$ cat src/rtl/mac_seq_if.sv
// rtl/mac_seq_if.sv - operand stream, MAC port and result bundle for mac_seq
interface mac_seq_if #(
  parameter int N     = 32,
  parameter int LEN_W = 16
);
  // launch
  logic             start;
  logic [LEN_W-1:0] len;
  logic [31:0]      bias;
  // upstream operand stream
  logic             op_vld;
  logic             op_rdy;
  logic [N-1:0]     op_a;
  logic [N-1:0]     op_b;
  // mac_unit initiator side
  logic             mac_ce;
  logic             addend_vld;
  logic [31:0]      addend_din;
  logic             multiplicand_vld;
  logic [N-1:0]     multiplicand_din;
  logic [N-1:0]     multiplier_din;
  logic [31:0]      mac_dout;
  logic             mac_dout_vld;
  // result and status
  logic [31:0]      res_dout;
  logic             res_vld;
  logic             busy;
  logic             err;

  // sequencer side
  modport master (
    input  start, len, bias, op_vld, op_a, op_b, mac_dout, mac_dout_vld,
    output op_rdy, mac_ce, addend_vld, addend_din, multiplicand_vld,
           multiplicand_din, multiplier_din, res_dout, res_vld, busy, err
  );

  // environment side (operand source, MAC, result consumer)
  modport slave (
    output start, len, bias, op_vld, op_a, op_b, mac_dout, mac_dout_vld,
    input  op_rdy, mac_ce, addend_vld, addend_din, multiplicand_vld,
           multiplicand_din, multiplier_din, res_dout, res_vld, busy, err
  );
endinterface

$ cat src/rtl/mac_seq.sv
// rtl/mac_seq.sv - dot-product sequencer driving one mac_unit; WAIT watchdog under MAC_SEQ_TIMEOUT_EN
module mac_seq #(
  parameter int N       = 32,
  parameter int LEN_W   = 16,
  parameter int TIMEOUT = 64
) (
  input logic       clk,
  input logic       rst_n,
  mac_seq_if.master bus
);

  typedef enum logic [2:0] {
    IDLE  = 3'd0,
    FETCH = 3'd1,
    ADD   = 3'd2,
    MUL   = 3'd3,
    WAIT  = 3'd4,
    DONE  = 3'd5
  } state_t;

  state_t           state;
  state_t           state_nx;
  logic [31:0]      acc;
  logic [31:0]      res_hold;
  logic [LEN_W-1:0] cnt;
  logic [LEN_W-1:0] len_r;
  logic [N-1:0]     a_r;
  logic [N-1:0]     b_r;
  logic             last_elem;
  logic             timeout;

  assign last_elem = (cnt + LEN_W'(1)) == len_r;

`ifdef MAC_SEQ_TIMEOUT_EN
  localparam int TW = $clog2(TIMEOUT + 1);
  localparam logic [TW-1:0] TO_LAST = TW'(TIMEOUT - 1);

  logic [TW-1:0] to_cnt;
  logic          err_r;

  // watchdog: counts WAIT cycles without a MAC response, cleared outside WAIT
  always_ff @(posedge clk) begin
    if (!rst_n) begin
      to_cnt <= '0;
    end else if (state == WAIT && !bus.mac_dout_vld) begin
      to_cnt <= to_cnt + TW'(1);
    end else begin
      to_cnt <= '0;
    end
  end

  assign timeout = (state == WAIT) && !bus.mac_dout_vld && (to_cnt == TO_LAST);

  // sticky error flag, cleared only by an accepted start
  always_ff @(posedge clk) begin
    if (!rst_n) begin
      err_r <= 1'b0;
    end else if (state == IDLE && bus.start) begin
      err_r <= 1'b0;
    end else if (timeout) begin
      err_r <= 1'b1;
    end
  end

  assign bus.err = err_r;
`else
  assign timeout = 1'b0;
  // no watchdog is built; TIMEOUT only matters when it is
  assign bus.err = (TIMEOUT < 0);
`endif

  // state register
  always_ff @(posedge clk) begin
    if (!rst_n) begin
      state <= IDLE;
    end else begin
      state <= state_nx;
    end
  end

  // next-state decode
  always_comb begin
    state_nx = state;
    case (state)
      IDLE:    if (bus.start) state_nx = (bus.len == '0) ? DONE : FETCH;
      FETCH:   if (bus.op_vld) state_nx = ADD;
      ADD:     state_nx = MUL;
      MUL:     state_nx = WAIT;
      WAIT: begin
        if (bus.mac_dout_vld) begin
          state_nx = last_elem ? DONE : FETCH;
        end else if (timeout) begin
          state_nx = DONE;
        end
      end
      DONE:    state_nx = IDLE;
      default: state_nx = IDLE;
    endcase
  end

  // accumulator, element counter, operand latches and held result
  always_ff @(posedge clk) begin
    if (!rst_n) begin
      acc      <= '0;
      cnt      <= '0;
      len_r    <= '0;
      a_r      <= '0;
      b_r      <= '0;
      res_hold <= '0;
    end else begin
      case (state)
        IDLE: begin
          if (bus.start) begin
            acc   <= bus.bias;
            cnt   <= '0;
            len_r <= bus.len;
          end
        end
        FETCH: begin
          if (bus.op_vld) begin
            a_r <= bus.op_a;
            b_r <= bus.op_b;
          end
        end
        WAIT: begin
          if (bus.mac_dout_vld) begin
            acc <= bus.mac_dout;
            cnt <= cnt + LEN_W'(1);
          end
        end
        DONE:    res_hold <= acc;
        default: ;
      endcase
    end
  end

  // strobes and status are pure state decodes so op_rdy never depends on op_vld
  always_comb begin
    bus.op_rdy           = 1'b0;
    bus.mac_ce           = 1'b0;
    bus.addend_vld       = 1'b0;
    bus.multiplicand_vld = 1'b0;
    bus.res_vld          = 1'b0;
    bus.busy             = 1'b0;
    bus.res_dout         = res_hold;
    case (state)
      FETCH: begin
        bus.op_rdy = 1'b1;
        bus.mac_ce = 1'b1;
        bus.busy   = 1'b1;
      end
      ADD: begin
        bus.addend_vld = 1'b1;
        bus.mac_ce     = 1'b1;
        bus.busy       = 1'b1;
      end
      MUL: begin
        bus.multiplicand_vld = 1'b1;
        bus.mac_ce           = 1'b1;
        bus.busy             = 1'b1;
      end
      WAIT: begin
        bus.mac_ce = 1'b1;
        bus.busy   = 1'b1;
      end
      DONE: begin
        bus.res_vld  = 1'b1;
        bus.res_dout = acc;
        bus.mac_ce   = 1'b1;
        bus.busy     = 1'b1;
      end
      default: ;
    endcase
  end

  assign bus.addend_din       = acc;
  assign bus.multiplicand_din = a_r;
  assign bus.multiplier_din   = b_r;

endmodule
$ cat src/flat_wrapper.sv
// flat-port wrapper written by rule: the top's interface ports become plain ports
module mac_seq_flat 
#(
  parameter int N       = 32,
  parameter int LEN_W   = 16,
  parameter int TIMEOUT = 64
)
  (clk, rst_n, bus_start, bus_len, bus_bias, bus_op_vld, bus_op_a, bus_op_b, bus_mac_dout, bus_mac_dout_vld, bus_op_rdy, bus_mac_ce, bus_addend_vld, bus_addend_din, bus_multiplicand_vld, bus_multiplicand_din, bus_multiplier_din, bus_res_dout, bus_res_vld, bus_busy, bus_err);
  mac_seq_if #(.N(N), .LEN_W(LEN_W)) bus_i ();
  input logic clk;
  input logic rst_n;
  input wire logic [$bits(bus_i.start)-1:0] bus_start;
  input wire logic [$bits(bus_i.len)-1:0] bus_len;
  input wire logic [$bits(bus_i.bias)-1:0] bus_bias;
  input wire logic [$bits(bus_i.op_vld)-1:0] bus_op_vld;
  input wire logic [$bits(bus_i.op_a)-1:0] bus_op_a;
  input wire logic [$bits(bus_i.op_b)-1:0] bus_op_b;
  input wire logic [$bits(bus_i.mac_dout)-1:0] bus_mac_dout;
  input wire logic [$bits(bus_i.mac_dout_vld)-1:0] bus_mac_dout_vld;
  output wire logic [$bits(bus_i.op_rdy)-1:0] bus_op_rdy;
  output wire logic [$bits(bus_i.mac_ce)-1:0] bus_mac_ce;
  output wire logic [$bits(bus_i.addend_vld)-1:0] bus_addend_vld;
  output wire logic [$bits(bus_i.addend_din)-1:0] bus_addend_din;
  output wire logic [$bits(bus_i.multiplicand_vld)-1:0] bus_multiplicand_vld;
  output wire logic [$bits(bus_i.multiplicand_din)-1:0] bus_multiplicand_din;
  output wire logic [$bits(bus_i.multiplier_din)-1:0] bus_multiplier_din;
  output wire logic [$bits(bus_i.res_dout)-1:0] bus_res_dout;
  output wire logic [$bits(bus_i.res_vld)-1:0] bus_res_vld;
  output wire logic [$bits(bus_i.busy)-1:0] bus_busy;
  output wire logic [$bits(bus_i.err)-1:0] bus_err;
  assign bus_i.start = bus_start;
  assign bus_i.len = bus_len;
  assign bus_i.bias = bus_bias;
  assign bus_i.op_vld = bus_op_vld;
  assign bus_i.op_a = bus_op_a;
  assign bus_i.op_b = bus_op_b;
  assign bus_i.mac_dout = bus_mac_dout;
  assign bus_i.mac_dout_vld = bus_mac_dout_vld;
  assign bus_op_rdy = bus_i.op_rdy;
  assign bus_mac_ce = bus_i.mac_ce;
  assign bus_addend_vld = bus_i.addend_vld;
  assign bus_addend_din = bus_i.addend_din;
  assign bus_multiplicand_vld = bus_i.multiplicand_vld;
  assign bus_multiplicand_din = bus_i.multiplicand_din;
  assign bus_multiplier_din = bus_i.multiplier_din;
  assign bus_res_dout = bus_i.res_dout;
  assign bus_res_vld = bus_i.res_vld;
  assign bus_busy = bus_i.busy;
  assign bus_err = bus_i.err;
  mac_seq #(.N(N), .LEN_W(LEN_W), .TIMEOUT(TIMEOUT)) u_core (.clk(clk), .rst_n(rst_n), .bus(bus_i));
endmodule
$ cat config.mk
export PLATFORM = sky130hd
export DESIGN_NAME = mac_seq_flat
export DESIGN_NICKNAME = d
export VERILOG_FILES = /design/src/rtl/mac_seq_if.sv /design/src/rtl/mac_seq.sv /design/src/flat_wrapper.sv
export SDC_FILE = /design/constraint.sdc
export NUM_CORES = 1
export LEC_CHECK = 0
export CORE_MARGIN = 3
export CORE_UTILIZATION = 40
export CTS_CLUSTER_SIZE = 30
export DETAILED_ROUTE_END_ITERATION = 8
export DONT_BUFFER_PORTS = 1
export PLACE_DENSITY_LB_ADDON = 0.2
export SLEW_MARGIN = 20
export SYNTH_ARGS = -nofsm -noshare
export SYNTH_HDL_FRONTEND = slang
export SYNTH_SLANG_ARGS = --single-unit
$ cat constraint.sdc
create_clock -name clk -period 1.8 [get_ports clk]
set_input_delay 0.27 -clock clk [delete_from_list [all_inputs] [get_ports clk]]
set_output_delay 0.27 -clock clk [all_outputs]
set_load 0.05 [all_outputs]
==> impl_summary.log, run 1 <==
[metrics] slew margin rel.: 63.45%
[metrics] Placement Rows: 47
[metrics] largest area contributor in the netlist: sky130_fd_sc_hd__dfxtp_1
[metrics] Arrival @ worst endpoint: 1570 ps
[metrics] remaining global-route overflow: 0
[metrics] pin count of the biggest net entering global routing: 65
[metrics] number of max-capacitance violations reported: 0
[metrics] total half-perimeter wirelength after legalization and detailed placement: 14100 um
[metrics] die height: 138.0 um
[metrics] fillers: 1469
[metrics] Routed Antenna Nets: 0
[metrics] number of nets produced by synthesis: 1023
[metrics] mux share of post-synthesis cell area: 4.880%
[metrics] RD Place Congestion: 0.8095
[metrics] CTS tree: done
[metrics] Synth Area in Simple Gates: 26.71%
[metrics] post-route core utilization: 59.18%
[metrics] class of the tightest hold or removal check: primary input to flop
[metrics] Slew Viols, Final: 0
[metrics] outcome: finished, violations left
[metrics] Setup WS post-layout: -37.43 ps
[metrics] Synth Warn #: 0
[metrics] EDFF count, synth: 0
[metrics] hold-critical path depth: 2
[metrics] Setup Viol. Count Final: 20
[metrics] count of mapped cells out of synthesis: 873
[metrics] final non-filler cell total: 1254
[metrics] total negative slack: -426.0 ps
[metrics] final net count: 1170
[metrics] fraction of the mapped netlist area in compound gates: 14.19%
[metrics] time the worst path needs with I/O delays and setup: 1837 ps
[metrics] clock transition at the registers of the reported paths: 70 ps
[metrics] Critical Path End Type: primary output
[metrics] Worst Setup Path Type: flop to primary output
[metrics] power density cells: 902.1 nW/um2
[metrics] Die ar.: 19060 um2
[metrics] final critical-path share of the clock period: 102.1%
[metrics] distinct cell type count after synthesis: 59
[metrics] Worst Hold Path EP: u_core.state[2]
[metrics] element type at the critical path start: flop
[metrics] static leakage power: 3.836 nW
[metrics] layout overhead on the synthesized area: 42.72%
[metrics] Final Hold Slack: 44.14 ps
[metrics] Core Box Area: 16820 um2
[metrics] count of port buffers added during placement: 0
[metrics] start of the worst register-to-register path: u_core.state[1]
[metrics] FF-to-FF End: u_core.state[2]
[metrics] htree depth: 4
[metrics] Setup Skew: 7.720 ps
[metrics] most common cell after layout, fill and taps aside: sky130_fd_sc_hd__nand2_1
[metrics] Clock Path Buffers: 2
[metrics] minimum setup slack among reg-to-reg paths: 0 ps
[metrics] Final Routed Wirelength: 21580 um
[metrics] worst ir drop on vdd: 0.6301 mV
[metrics] transition at the pin with the smallest max-transition slack: 547.5 ps
[metrics] clk sinks: 163
[metrics] number of register bits inferred by synthesis: 163
[metrics] pre-CTS setup slack: -233.5 ps
[metrics] hold path startpoint: rst_n
[metrics] share of synthesized registers carrying an async set or reset: 0%
[metrics] violations in the final reports: negative setup slack
[metrics] Vias per Instance: 5.094
[metrics] Tot GR Track Use: 21.35%
[metrics] Inserted Clock Buffers: 17
[metrics] highest clock rate: 544.2 MHz
[metrics] number of iterations in the first detailed-routing pass: 4
[metrics] IO Pins: 284
[metrics] Vias: 6388
[metrics] number of antenna violations at the first check in global routing: 0
[metrics] iteration-0 DRC count of the detailed router: 339
[metrics] worst skew pair latency: 420 ps
[metrics] cell area after technology mapping: 6974 um2
[metrics] post-synthesis adder-cell area fraction: 0.1794%
[metrics] commonest non-fill, non-tap cells in the layout: sky130_fd_sc_hd__nand2_1, sky130_fd_sc_hd__dfxtp_1, sky130_fd_sc_hd__a21oi_1
[metrics] via count of the first global-routing pass: 6117
[metrics] dominant combinational cell family by area after synthesis: simple AND/OR/NAND/NOR gates
[metrics] unrepaired setup endpoints after global routing: true
[metrics] proportion of synthesized chip area in sequential cells: 46.79%
[metrics] top flip-flop cell by instance count after synthesis: sky130_fd_sc_hd__dfxtp_1
[metrics] placed instance count: 1128
[metrics] first-pass GRT wire length: 33420 um
[metrics] Post-Syn Area per Cell: 7.989 um2
[metrics] share of final-layout standard cells stronger than drive strength 1: 20.62%
[metrics] post-detailed-route DRC marker count: 0
[metrics] Root Buffer Master: sky130_fd_sc_hd__clkbuf_16
[metrics] number of endpoints with negative hold slack in the final report: 0
[metrics] Worst R2R Path Depth: 7
[metrics] required arrival time at the worst endpoint: 1530 ps
[metrics] largest cells by area after synthesis: sky130_fd_sc_hd__dfxtp_1, sky130_fd_sc_hd__nand2_1, sky130_fd_sc_hd__a21oi_1
[metrics] Critical Path Fanout Max: 7
[metrics] floorplan die width: 138.0 um
[metrics] per-cell routed wire length: 17.21 um
[metrics] Initial Utilization: 41.47%
[metrics] proportion of netlist area held by the largest area contributor: 46.79%
[metrics] post-synthesis share of cell area spent on xor and xnor gates: 2.763%
-- per-stage QoR --
| step | instance area, um2 | power, mW |
|---|---|---|
| after floorplan | 7010 | 4.914 |
| after global placement | 8120 | 5.227 |
| after detailed placement | 8120 | 5.238 |
| after CTS | 9769 | 9.050 |
| after global routing | 9951 | 9.327 |
| final | 9953 | 8.979 |
-- registers in the layout, summed over array words and instances (netlist names) --
signal / count
u_core.bus.addend_din: 32
u_core.len_r: 16
u_core.bus.multiplier_din: 32
u_core.state: 3
u_core.res_hold: 32
u_core.bus.multiplicand_din: 32
u_core.cnt: 16
-- worst max-delay path by stage --
stage,end,slack [ps],startpoint
final,bus_res_dout[10],-40,u_core.state[1]
after CTS,bus_res_dout[15],-40,u_core.state[1]
after global placement,u_core.state[2],-180,u_core.state[1]
after detailed placement,u_core.state[2],-230,u_core.state[1]
after floorplan,bus_res_dout[22],4,u_core.state[1]
after global routing,bus_res_dout[20],-120,u_core.state[1]
-- cells in the mapped netlist, drive strengths merged (2+ instances only) --
library cell,n
nand2,278
dfxtp,163
a21oi,84
nor2,47
and2,38
buf,34
mux2i,34
a211oi,31
clkbuf,30
a21boi,17
o21ai,16
xnor2,15
nor3,11
nor2b,8
nand3,7
xor2,7
or3,5
inv,4
nand4,4
and3,3
and4,3
nand3b,3
nor4,3
o21a,3
a311oi,2
nand2b,2
nor3b,2
o221ai,2
o31ai,2
-- where the power goes --
part	switching, mW	internal [mW]
Combinational	0.762	0.478
Sequential	0.340	3.77
Clock	1.53	2.10
Total	2.63	6.35
-- area by class of cell --
class	instances	area [um2]	share of cell area, %
antenna	1	2.502	0.02514
clock buffer	19	442.9	4.450
clock inverter	13	148.9	1.496
inverter	4	18.77	0.1886
multi-input combinational	642	3661	36.78
sequential	163	3272	32.87
tap	220	275.3	2.766
timing repair buffer	192	2132	21.42
-- cell families after synthesis --
family | count (synthesis)
simple gates | 421
compound gates | 163
flops | 163
buf+inv | 68
mux | 34
xor+xnor | 22
fa+ha+maj | 1
other cells | 1
-- per-layer routing --
metal  vias up  global-route usage (%)  wire length, um
met5         -                       0                0
met4         0                   5.824              306
met3        26                   5.767             1068
met2       191                   36.49            11020
met1      2968                   26.69             9186
li1       3203                       -                -
-- critical path, stage by stage (launching register included) --
cell and delay, ps:
sky130_fd_sc_hd__dfxtp_2 340, sky130_fd_sc_hd__inv_2 80, sky130_fd_sc_hd__nand3_4 90, sky130_fd_sc_hd__buf_6 160, sky130_fd_sc_hd__clkbuf_16 180, sky130_fd_sc_hd__nand2_1 80
sky130_fd_sc_hd__nand2_2 70, sky130_fd_sc_hd__buf_12 150
-- repair_timing --
action	in CTS	in global routing
hold buffers	81	0
pin swaps	8	14
endpoints found under the hold margin	121	0
setup endpoints to repair	36	57
cloned	1	4
setup buffers	5	3
gates resized for setup	48	28
No activity file was read; power rests on OpenSTA's default activity.
==> run 2, diff against run 1 <==
--- a/config.mk
+++ b/config.mk
@@ -5,9 +5,9 @@
 export SDC_FILE = /design/constraint.sdc
 export NUM_CORES = 1
 export LEC_CHECK = 0
+export CAP_MARGIN = 40
 export CORE_MARGIN = 3
 export CORE_UTILIZATION = 40
-export CTS_CLUSTER_SIZE = 30
 export DETAILED_ROUTE_END_ITERATION = 8
 export DONT_BUFFER_PORTS = 1
 export PLACE_DENSITY_LB_ADDON = 0.2
==> results of run 2 <==
No change in the layout: final DEF, timing and power equal those of run 1.
==> run 3, diff against run 2 <==
--- a/config.mk
+++ b/config.mk
@@ -10,6 +10,8 @@
 export CORE_UTILIZATION = 40
 export DETAILED_ROUTE_END_ITERATION = 8
 export DONT_BUFFER_PORTS = 1
+export GPL_ROUTABILITY_DRIVEN = 0
+export MAX_ROUTING_LAYER = met4
 export PLACE_DENSITY_LB_ADDON = 0.2
 export SLEW_MARGIN = 20
 export SYNTH_ARGS = -nofsm -noshare
==> run 3 against run 2 <==
  * The run still ends with negative setup slack left
  * Utilization did not move
  * Die area did not move
  * Sequential power is essentially flat
  * Via count about the same
  * Register-to-register slack is essentially flat
  * Design area is the same
  * Sequential share of layout area is the same
  * Combinational power barely moved
==> impl_summary.log, run 3 (synthesis results as in run 1) <==
[metrics] total placed instance area: 8120 um2 (unchanged)
[metrics] clock transition at the registers of the reported paths: 60 ps (about the same)
[metrics] class of the tightest hold or removal check: primary input to flop
[metrics] final net count: 1170 (unchanged)
[metrics] static leakage power: 3.836 nW (about the same)
[metrics] max incr delay on CP: 340 ps (about the same)
[metrics] highest clock rate: 544.0 MHz (about the same)
[metrics] Critical Path Fanout Max: 8 (+1)
[metrics] CTS tree: done
[metrics] Clock Path Buffers: 2 (unchanged)
[metrics] Die ar.: 19060 um2 (unchanged)
[metrics] htree depth: 4 (unchanged)
[metrics] first-pass GRT wire length: 33420 um (about the same)
[metrics] Core Box Area: 16820 um2 (unchanged)
[metrics] share of final-layout standard cells stronger than drive strength 1: 20.62% (unchanged)
[metrics] worst path cell trace: inv_2 > nand3_4 > inv_4 > buf_6 > clkbuf_16 > nand2_1 > nand2_2 > buf_12
[metrics] placed instance count: 1128 (unchanged)
[metrics] power density cells: 901.6 nW/um2 (about the same)
[metrics] unrepaired setup endpoints after global routing: true
[metrics] Setup Viol. Count Final: 18 (-10%)
[metrics] number of endpoints with negative hold slack in the final report: 0 (unchanged)
[metrics] design area: 9953 um2 (unchanged)
[metrics] Worst Setup Path Type: flop to primary output
[metrics] per-cell routed wire length: 17.23 um (+0.15%)
[metrics] most common cell after layout, fill and taps aside: sky130_fd_sc_hd__nand2_1
[metrics] Slew Viols, Final: 0 (unchanged)
[metrics] Arrival @ worst endpoint: 1570 ps (about the same)
[metrics] iteration-0 DRC count of the detailed router: 365 (+7.7%)
[metrics] Inserted Clock Buffers: 17 (unchanged)
[metrics] number of iterations in the first detailed-routing pass: 5 (+1)
[metrics] number of antenna violations at the first check in global routing: 0 (unchanged)
[metrics] time the worst path needs with I/O delays and setup: 1838 ps (+0.8866 ps)
[metrics] layout overhead on the synthesized area: 42.72% (unchanged)
[metrics] post-detailed-route DRC marker count: 0 (unchanged)
[metrics] worst ir drop on vdd: 0.6304 mV (about the same)
[metrics] Critical Path End Type: primary output
[metrics] Vias per Instance: 5.092 (about the same)
[metrics] post-route core utilization: 59.18% (unchanged)
[metrics] violations in the final reports: negative setup slack
[metrics] final non-filler cell total: 1254 (unchanged)
[metrics] Vias: 6385 (-0.047%)
[metrics] Initial Utilization: 41.47% (unchanged)
[metrics] floorplan die width: 138.0 um (unchanged)
[metrics] Tot GR Track Use: 22.01% (+0.66 points)
[metrics] commonest non-fill, non-tap cells in the layout: sky130_fd_sc_hd__nand2_1, sky130_fd_sc_hd__dfxtp_1, sky130_fd_sc_hd__a21oi_1
[metrics] Setup Skew: 7.559 ps (-0.1614 ps)
[metrics] count of port buffers added during placement: 0 (unchanged)
[metrics] pin count of the biggest net entering global routing: 65 (unchanged)
[metrics] fillers: 1469 (unchanged)
[metrics] required arrival time at the worst endpoint: 1530 ps (about the same)
[metrics] number of max-capacitance violations reported: 0 (unchanged)
[metrics] element type at the critical path start: flop
[metrics] Placement Rows: 47 (unchanged)
[metrics] remaining global-route overflow: 0 (unchanged)
[metrics] hold-critical path depth: 2 (unchanged)
[metrics] Routed Antenna Nets: 0 (unchanged)
[metrics] transition at the pin with the smallest max-transition slack: 545.8 ps (-1.740 ps)
[metrics] Setup WS post-layout: -38.31 ps (-0.8866 ps)
[metrics] worst skew pair latency: 420 ps (about the same)
[metrics] clk sinks: 163 (unchanged)
[metrics] Worst R2R Path Depth: 8 (+1)
[metrics] die height: 138.0 um (unchanged)
[metrics] Root Buffer Master: sky130_fd_sc_hd__clkbuf_16
[metrics] master of the slowest instance on the critical path: sky130_fd_sc_hd__dfxtp_2
[metrics] total half-perimeter wirelength after legalization and detailed placement: 14100 um (unchanged)
[metrics] final critical-path share of the clock period: 102.1% (about the same)
[metrics] overall power after layout: 8.974 mW (about the same)
[metrics] outcome: finished, violations left
[metrics] IO Pins: 284 (unchanged)
[metrics] slew margin rel.: 63.56% (+0.12 points)
[metrics] path length in cells of the critical path: 8 (+1)
[metrics] Worst path top cell family by delay: buffers and inverters
[metrics] Bufs and invs on worst path: 5 (+1)
[metrics] via count of the first global-routing pass: 6122 (+0.082%)
[metrics] Final Routed Wirelength: 21610 um (+0.15%)
## run 3: worst register-to-register path: cells and delay by family, from the launching register on
family                 cells  cell delay [ps]
flip-flops                 1              380
buffers and inverters      2              370
AND/OR/NAND/NOR            3              550
AO/OA/AOI/OAI              3              430
## run 3: power by group
part           switching [mW]  internal [mW]
Sequential              0.340           3.77
Clock                    1.52           2.10
Combinational           0.763          0.479
## run 3: path summary, 6_finish.rpt
| kind | start | to | slack [ps] |
|---|---|---|---|
| worst min-delay path | rst_n | u_core.state[2] | 50 |
| worst max register to register | u_core.state[2] | u_core.state[2] | 0 |
| worst max-delay path | u_core.state[1] | bus_res_dout[1] | -40 |
| worst min register to register | u_core.len_r[7] | u_core.len_r[7] | 470 |
## run 3: timing repair
item | in CTS | in global routing
resized for setup | 48 | 28
endpoints found under the setup margin | 36 | 57
gates cloned | 1 | 4
hold buffers | 81 | 0
endpoints found under the hold margin | 121 | 0
buffers inserted | 5 | 3
pin swaps | 8 | 15
## run 3: stage by stage
step                      hold slack, ps  setup TNS [ps]  setup WS, ps
after global placement             404.5          -175.5        -175.5
after detailed placement           400.2          -233.5        -233.5
after CTS                          23.67          -755.6        -41.59
after global routing               36.41           -2544        -116.5
after floorplan                    404.9               0         3.714
final                              48.68          -429.1        -38.31
## run 3: metal layers
metal | GRT usage [%] | wire (um)
met2 | 36.43 | 10980
met1 | 26.84 | 9165
met4 | 5.980 | 344
met5 | - | 0
met3 | 5.594 | 1122
## run 3: area by class of cell
cell class                 instances  area, um2  area share, %
tap                              220      275.3          2.766
antenna                            1      2.502        0.02514
timing repair buffer             192       2132          21.42
clock inverter                    13      148.9          1.496
sequential                       163       3272          32.87
multi-input combinational        642       3661          36.78
clock buffer                      19      442.9          4.450
inverter                           4      18.77         0.1886
